**src/rtl/counter_seq_ctrl.sv**
```systemverilog
// Sequencer for a cascaded pair of 74169 up/down counters: load, settle, run until terminal count.
// Define COUNTER_SEQ_AUTO_RELOAD_EN to reload and restart on every terminal event instead of finishing.
module counter_seq_ctrl #(
    parameter int SETTLE_CYCLES = 1
) (
    input  logic       clk,
    input  logic       rst_n,
    input  logic       start,
    input  logic       abort,
    input  logic       dir_req,
    input  logic [7:0] preset,
    input  logic       cnt_rco_n,
    output logic       cnt_load_n,
    output logic       cnt_ent_n,
    output logic       cnt_enp_n,
    output logic       cnt_dir,
    output logic [7:0] cnt_p,
    output logic       busy,
    output logic       done,
    output logic [7:0] wraps
);

    typedef enum logic [2:0] {
        IDLE,
        LOAD,
        SETTLE,
        RUN,
        DONE
    } state_t;

    localparam logic [3:0] SETTLE_LAST = 4'(SETTLE_CYCLES - 1);

    state_t     state;
    logic [3:0] settle_cnt;
    logic       terminal;

    // The counter pulls RCO low while loading, so it only means terminal count in RUN.
    assign terminal = (state == RUN) && !cnt_rco_n;

    always_ff @(posedge clk or negedge rst_n) begin
        if (!rst_n) begin
            state      <= IDLE;
            settle_cnt <= 4'd0;
            cnt_load_n <= 1'b1;
            cnt_ent_n  <= 1'b1;
            cnt_enp_n  <= 1'b1;
            cnt_dir    <= 1'b1;
            cnt_p      <= 8'h00;
            busy       <= 1'b0;
            done       <= 1'b0;
            wraps      <= 8'h00;
        end else begin
            // A terminal event is counted even when abort wins the state transition.
            if (terminal && (wraps != 8'hFF)) begin
                wraps <= wraps + 8'd1;
            end

            if (abort) begin
                state      <= IDLE;
                settle_cnt <= 4'd0;
                cnt_load_n <= 1'b1;
                cnt_ent_n  <= 1'b1;
                cnt_enp_n  <= 1'b1;
                busy       <= 1'b0;
                done       <= 1'b0;
            end else begin
                case (state)
                    IDLE: begin
                        done <= 1'b0;
                        if (start) begin
                            cnt_p      <= preset;
                            cnt_dir    <= dir_req;
                            wraps      <= 8'h00;
                            cnt_load_n <= 1'b0;
                            busy       <= 1'b1;
                            state      <= LOAD;
                        end
                    end

                    LOAD: begin
                        cnt_load_n <= 1'b1;
                        settle_cnt <= SETTLE_LAST;
                        state      <= SETTLE;
                    end

                    SETTLE: begin
                        if (settle_cnt == 4'd0) begin
                            cnt_ent_n <= 1'b0;
                            cnt_enp_n <= 1'b0;
                            state     <= RUN;
                        end else begin
                            settle_cnt <= settle_cnt - 4'd1;
                        end
                    end

                    RUN: begin
                        if (terminal) begin
                            cnt_ent_n <= 1'b1;
                            cnt_enp_n <= 1'b1;
`ifdef COUNTER_SEQ_AUTO_RELOAD_EN
                            cnt_load_n <= 1'b0;
                            state      <= LOAD;
`else
                            done  <= 1'b1;
                            state <= DONE;
`endif
                        end
                    end

                    DONE: begin
                        done  <= 1'b0;
                        busy  <= 1'b0;
                        state <= IDLE;
                    end

                    default: begin
                        cnt_load_n <= 1'b1;
                        cnt_ent_n  <= 1'b1;
                        cnt_enp_n  <= 1'b1;
                        busy       <= 1'b0;
                        done       <= 1'b0;
                        state      <= IDLE;
                    end
                endcase
            end
        end
    end

endmodule

```
**config.mk**
```make
export PLATFORM = sky130hd
export DESIGN_NAME = counter_seq_ctrl
export DESIGN_NICKNAME = d
export VERILOG_FILES = /design/src/rtl/counter_seq_ctrl.sv
export SDC_FILE = /design/constraint.sdc
export NUM_CORES = 1
export LEC_CHECK = 0
export BUFFER_PORTS_ARGS = -buffer_cell sky130_fd_sc_hd__clkbuf_2
export CAP_MARGIN = 15
export CORE_ASPECT_RATIO = 2
export CORE_UTILIZATION = 52
export CTS_CLUSTER_DIAMETER = 80
export CTS_CLUSTER_SIZE = 25
export DETAILED_ROUTE_END_ITERATION = 12
export PLACE_DENSITY = 0.81
export SKIP_LAST_GASP = 1
export SYNTH_ARGS = -nofsm -noshare
export SYNTH_HDL_FRONTEND = slang
export SYNTH_SLANG_ARGS = --single-unit
```
**constraint.sdc**
```tcl
create_clock -name clk -period 2 [get_ports clk]
set_input_delay 0.2 -clock clk [delete_from_list [all_inputs] [get_ports clk]]
set_output_delay 0.2 -clock clk [all_outputs]
set_load 0.05 [all_outputs]
```
* Yosys cells after proc, flatten, opt, wreduce, memory -nomap -nowiden
Index checks and enable logic that the tools add are counted.
** Storage, ports and cells
- Word-level logic and storage cells :: 66
- Bits of input ports :: 14
- Memories :: 0
- Flip-flop bits (word level) :: 28
- Memory bits (writable) :: 0
- ROM bits :: 0
- Bits in latches :: 0
- Output and inout bits :: 22
** Cells by class
- $lt $le $gt $ge :: 0
- Shift-type cells :: 0
- Div/mod/pow operators :: 0
- Muxes and demuxes :: 24
- Reduce and logical (&&, ||, !) cells :: 17
- Multipliers :: 0
- Equal/unequal tests :: 13
- Bitwise operators :: 1
- $add $sub $neg :: 2
** Operator list (count)
- $mux 8 :: 4
- $mux 3 :: 4
- $ne 3x3->1 const B :: 4
- $pmux 3 s4 :: 1
- $reduce_and 3->1 :: 3
- $reduce_or 3->1 :: 3
- $add 8x1->8 const B :: 1
- $mux 1 :: 8
- $mux 4 :: 2
- $ne 2x1->1 const B :: 4
- $ne 8x8->1 const B :: 1
- $pmux 4 s2 :: 1
- $reduce_and 2->1 :: 4
- $eq 3x2->1 const B :: 2
- $pmux 1 s2 :: 3
- $logic_not 4->1 :: 1
- $sub 4x1->4 const B :: 1
- $eq 3x1->1 const B :: 1
- $eq 3x3->1 const B :: 1
- $logic_not 3->1 :: 1
- $pmux 1 s3 :: 1
- $reduce_bool 3->1 :: 1
- $logic_and 1x1->1 :: 2
- $reduce_or 2->1 :: 1
- other kinds (2) :: 2

* Depth between registers and ports, before layout
- Depth after elaboration :: 7
- Mapped depth :: 7
- Mapped depth without buffers :: 6

* Least setup slack after synthesis
OpenSTA, ideal clock, no wires.
- Kind :: reg2reg
- From :: reg wraps[0]
- To :: reg wraps[1]
- Required time :: 1880 ps
- Buffers on the path :: 0
- Data arrival time :: 1640 ps
- Setup time :: 120 ps
- Setup slack :: 240 ps
- Clock period less this slack :: 1760 ps
- Cell stages (with the launch flop) :: 6
- Path through :: dfrtp_1 -> ha_1 -> nand3_1 -> o21ai_1 -> mux2i_1 -> nor2_1
** Between the ends
- Longest elaborated chain between the ends :: 6
- Elaborated cells on any way between the ends :: 7
- Classes of those cells :: 1 x add/sub; 1 x eq/ne; 4 x mux; 1 x reduce/logical
** Ends and longest elaborated chain
- from (decl) :: line 20 : output logic [7:0] wraps
- from (signal assigned) :: line 55 : wraps <= wraps + 8'd1;
- parallel branches: the longest is 2 deep, another holds $add 8x1->8
- $mux 8 (*) :: line 54 : if (terminal && (wraps != 8'hFF)) begin
- $mux 8 :: line 70 : if (start) begin
- $mux 8 :: line 67 : case (state)
- $mux 8 (*) :: line 58 : if (abort) begin
Mark *: on every way between the ends.
A chain may end at the register's enable or synchronous reset.

* Final worst setup path
- From :: reg settle_cnt[0]
- To :: reg settle_cnt[1]
** Between the ends
- Longest elaborated chain between the ends :: 4
- Elaborated cells on any way between the ends :: 7
- Classes of those cells :: 1 x add/sub; 1 x eq/ne; 3 x mux; 2 x reduce/logical
** Ends and longest elaborated chain
- from (decl) :: line 34 : logic [3:0] settle_cnt;
- from (signal assigned) :: line 92 : settle_cnt <= settle_cnt - 4'd1;
- $sub 4x1->4 :: line 92
- $mux 4 :: line 87 : if (settle_cnt == 4'd0) begin
- $pmux 4 s2 :: line 67
- $mux 4 :: line 58
Parallel ways exist; a longest one is shown, timed or not. The select of a mux whose other input is x is not followed.

==> results_dict.tcl <==
set metrics [dict create \
    status "finished, final reports clean" \
    antenna_found_initial 0 \
    syn_inst 149 \
    rows 26 \
    cp-start-kind "flip-flop" \
    start_util 0.548 \
    crit_fanout 5 \
    routed_wl_um 3090 \
    skew_ns 0.00505 \
    ir_drop_mv 0.642 \
    die_area_um2 2930 \
    die_height_um 75.6 \
    instances_no_fill 211 \
    grt_pass1_vias 1204 \
    chipWidth_um 38.8 \
    hold_viol 0 \
    post_cts_resized 0 \
    crit_family "simple AND/OR/NAND/NOR gates" \
    overflow 0 \
    drt_iter0_drc 25 \
    drcViolationCount 0 \
    grt_max_degree 29 \
    ys_ff_latch 28 \
    placed_cells 206 \
    syn_area_um2 1410 \
    hold_buffers 1 \
    critPathArrivalTime_ns 1.85 \
    vias_per_cell 5.78 \
    min_path_type "input port to flip-flop" \
    post-dp-hpwl_um 2260 \
    nFillCells 215 \
    cts-root-buf "clkbuf_8" \
    p_leak_nw 0.844 \
    antenna_left 0 \
    post-route-util 0.648 \
    cp_slowest_stage_delay_ns 0.42 \
    path_cells "inv_1, ha_1, or3b_4, nand2_1, mux2i_1, a211oi_1" \
    min_period_ns 1.67 \
    slew_headroom 0.537 \
    crit_type "flip-flop to flip-flop" \
    setup_tns_ns 0 \
    n_antenna_cell 0 \
    layout-drive-gt1-share 0.268 \
    path_clk_slew_ns 0.09 \
    groute.usage.overall 0.234 \
    boundaryPins 36 \
    wl_per_cell_um 14.6 \
    area_delta_synth_final_pct 18.2 \
    nets 201 \
    globalplace.congestion 0.765 \
    rsz0062_at_grt "no" \
    synth_cell_types 38 \
    crit_path_end_kind "flip-flop" \
    powerDensity_nw_per_um2 915 \
    yosysSeqAreaShare 0.500 \
    final.period_utilization 0.837 \
    core_um2 2570 \
    first_pass_iters 4 \
    cts_sinks 28 \
    syn_nets 166 \
    cts_inserted_buffers 3 \
    vias 1220 \
    tightestPinTransition_ns 0.695 \
    p_total_w 0.00152 \
    required_ns 2.17 \
    yosys_warnings 0 \
    crit_slowest_cell "dfrtp_1" \
    cts_tree "built" \
    path_buf_inv 1 \
    fmax_mhz 597 \
    synth_area_per_cell_um2 9.45 \
    cts_buffer_depth 2 \
    postCtsSetupRepairBufs 0 \
    cts_htree_levels 1 \
    slew_violations 0 \
    setup_violations 0 \
    clkLatencyLatePin_ns 0.27 \
    maxCapViolCount 0 \
    portBuffers 35 \
    grt_pass1_wl_um 4880 \
]
## final timing paths
path | startpoint | to | slack (ns) | cells after the start
max | settle_cnt[0] | settle_cnt[1] | 0.33 | 6
min | dir_req | cnt_dir | 0.08 | 3
max reg2reg | settle_cnt[0] | settle_cnt[1] | 0.33 | 6
min reg2reg | cnt_dir | cnt_dir | 0.47 | 2
max in group asynchronous | rst_n | wraps[1] | 1.07 | 2
min in group asynchronous | rst_n | wraps[2] | 0.49 | 2
## cell type report
type / instances / area (um2) / area share
multi-input cells: 109 / 638 / 0.383
well taps: 28 / 35.0 / 0.0211
inverters: 4 / 15.0 / 0.00902
clock buffers: 3 / 41.3 / 0.0248
flip-flops and latches: 28 / 704 / 0.423
clock inverters: 1 / 30.0 / 0.0180
repair buffers: 38 / 200 / 0.120
## kinds of logic (layout without fill, tap and decap cells)
family / count (synthesis) / in the layout / share of synthesized area
AOI/OAI and AO/OA: 31 / 31 / 0.142
xor gates and xnor gates: 3 / 3 / 0.0187
adders and majority gates: 3 / 3 / 0.0267
buffers and inverters: 12 / 46 / 0.0462
DFF: 28 / 28 / 0.500
muxes: 4 / 4 / 0.0293
and+or+nand+nor: 68 / 68 / 0.236
## power by group
group	internal (W)	leakage [nW]	switching, W	total (W)
logic	0.0000919	0.443	0.000309	0.000401
registers	0.000631	0.365	0.0000485	0.000680
clock network	0.000268	0.0357	0.000174	0.000442
total	0.000991	0.844	0.000531	0.00152
## worst reg2reg max path: cells and delay by family (launching register included)
kind | cells | cell delay (ns)
compound gates | 1 | 0.25
fa+ha+maj | 1 | 0.18
buf+inv | 1 | 0.11
flops | 1 | 0.42
mux | 1 | 0.08
simple gates | 2 | 0.54
## routing by layer
| metal | wire length (um) | global-route usage | up-vias |
|---|---|---|---|
| li1 | - | - | 578 |
| met1 | 1140 | 0.234 | 588 |
| met2 | 1710 | 0.426 | 39 |
| met3 | 115 | 0.0350 | 15 |
| met4 | 118 | 0.142 | 0 |
| met5 | 0 | 0 | - |
## placed cells by master, fill, tap and decap left out, types with 2 or more instances in the layout
cell type / count
nand3_1: 3
nor3_1: 3
ha_1: 3
or3_1: 2
dfstp_2: 3
clkbuf_2: 35
buf_4: 2
and3_1: 3
clkbuf_8: 3
xor2_1: 3
nand2_1: 36
a21boi_0: 2
o211ai_1: 2
nand2b_1: 2
nor2_1: 9
dfrtp_1: 25
inv_1: 4
mux2i_1: 3
o21ai_0: 11
a21oi_1: 7
o31ai_1: 2
nor2b_1: 3
## flip-flops by register name, summed over array words and instances (netlist names)
register    count
cnt_enp_n       1
wraps           8
cnt_p           8
cnt_dir         1
busy            1
settle_cnt      4
cnt_load_n      1
done            1
state           3
## Yosys cell counts, drive strengths merged
| cell | n | area share |
|---|---|---|
| nor4 | 1 | 0.0044 |
| o31ai | 2 | 0.011 |
| a31oi | 1 | 0.0044 |
| o32ai | 1 | 0.0062 |
| a21oi | 7 | 0.025 |
| mux2 | 1 | 0.0080 |
| ha | 3 | 0.027 |
| inv | 4 | 0.011 |
| a21boi | 2 | 0.011 |
| or3 | 2 | 0.0089 |
| and4b | 1 | 0.0071 |
| xor2 | 3 | 0.019 |
| nand3 | 3 | 0.011 |
| clkbuf | 3 | 0.0080 |
| and4 | 1 | 0.0062 |
| o21ai | 12 | 0.043 |
| a2111oi | 1 | 0.0062 |
| a211oi | 1 | 0.0053 |
| or3b | 1 | 0.0080 |
| and4bb | 1 | 0.012 |
| a22oi | 1 | 0.0053 |
| o211ai | 3 | 0.026 |
| dfrtp | 25 | 0.44 |
| buf | 5 | 0.028 |
| nand2b | 2 | 0.0089 |
| dfstp | 3 | 0.056 |
| nor2 | 9 | 0.024 |
| nor2b | 3 | 0.013 |
| nor3 | 3 | 0.011 |
| nand2 | 36 | 0.096 |
| and3 | 3 | 0.013 |
| mux2i | 3 | 0.021 |
| nand4 | 2 | 0.013 |
## metrics by stage
stage	hold WS, ns	worst slack, ns	area (um2)
2_1_floorplan	-0.0956	0.240	1410
3_3_place_gp	0.268	0.444	1580
3_5_place_dp	0.279	0.355	1580
4_1_cts	0.0826	0.329	1660
5_1_grt	0.0783	0.188	1660
6_report	0.0848	0.326	1660
Power figures use the tool's default switching activity.
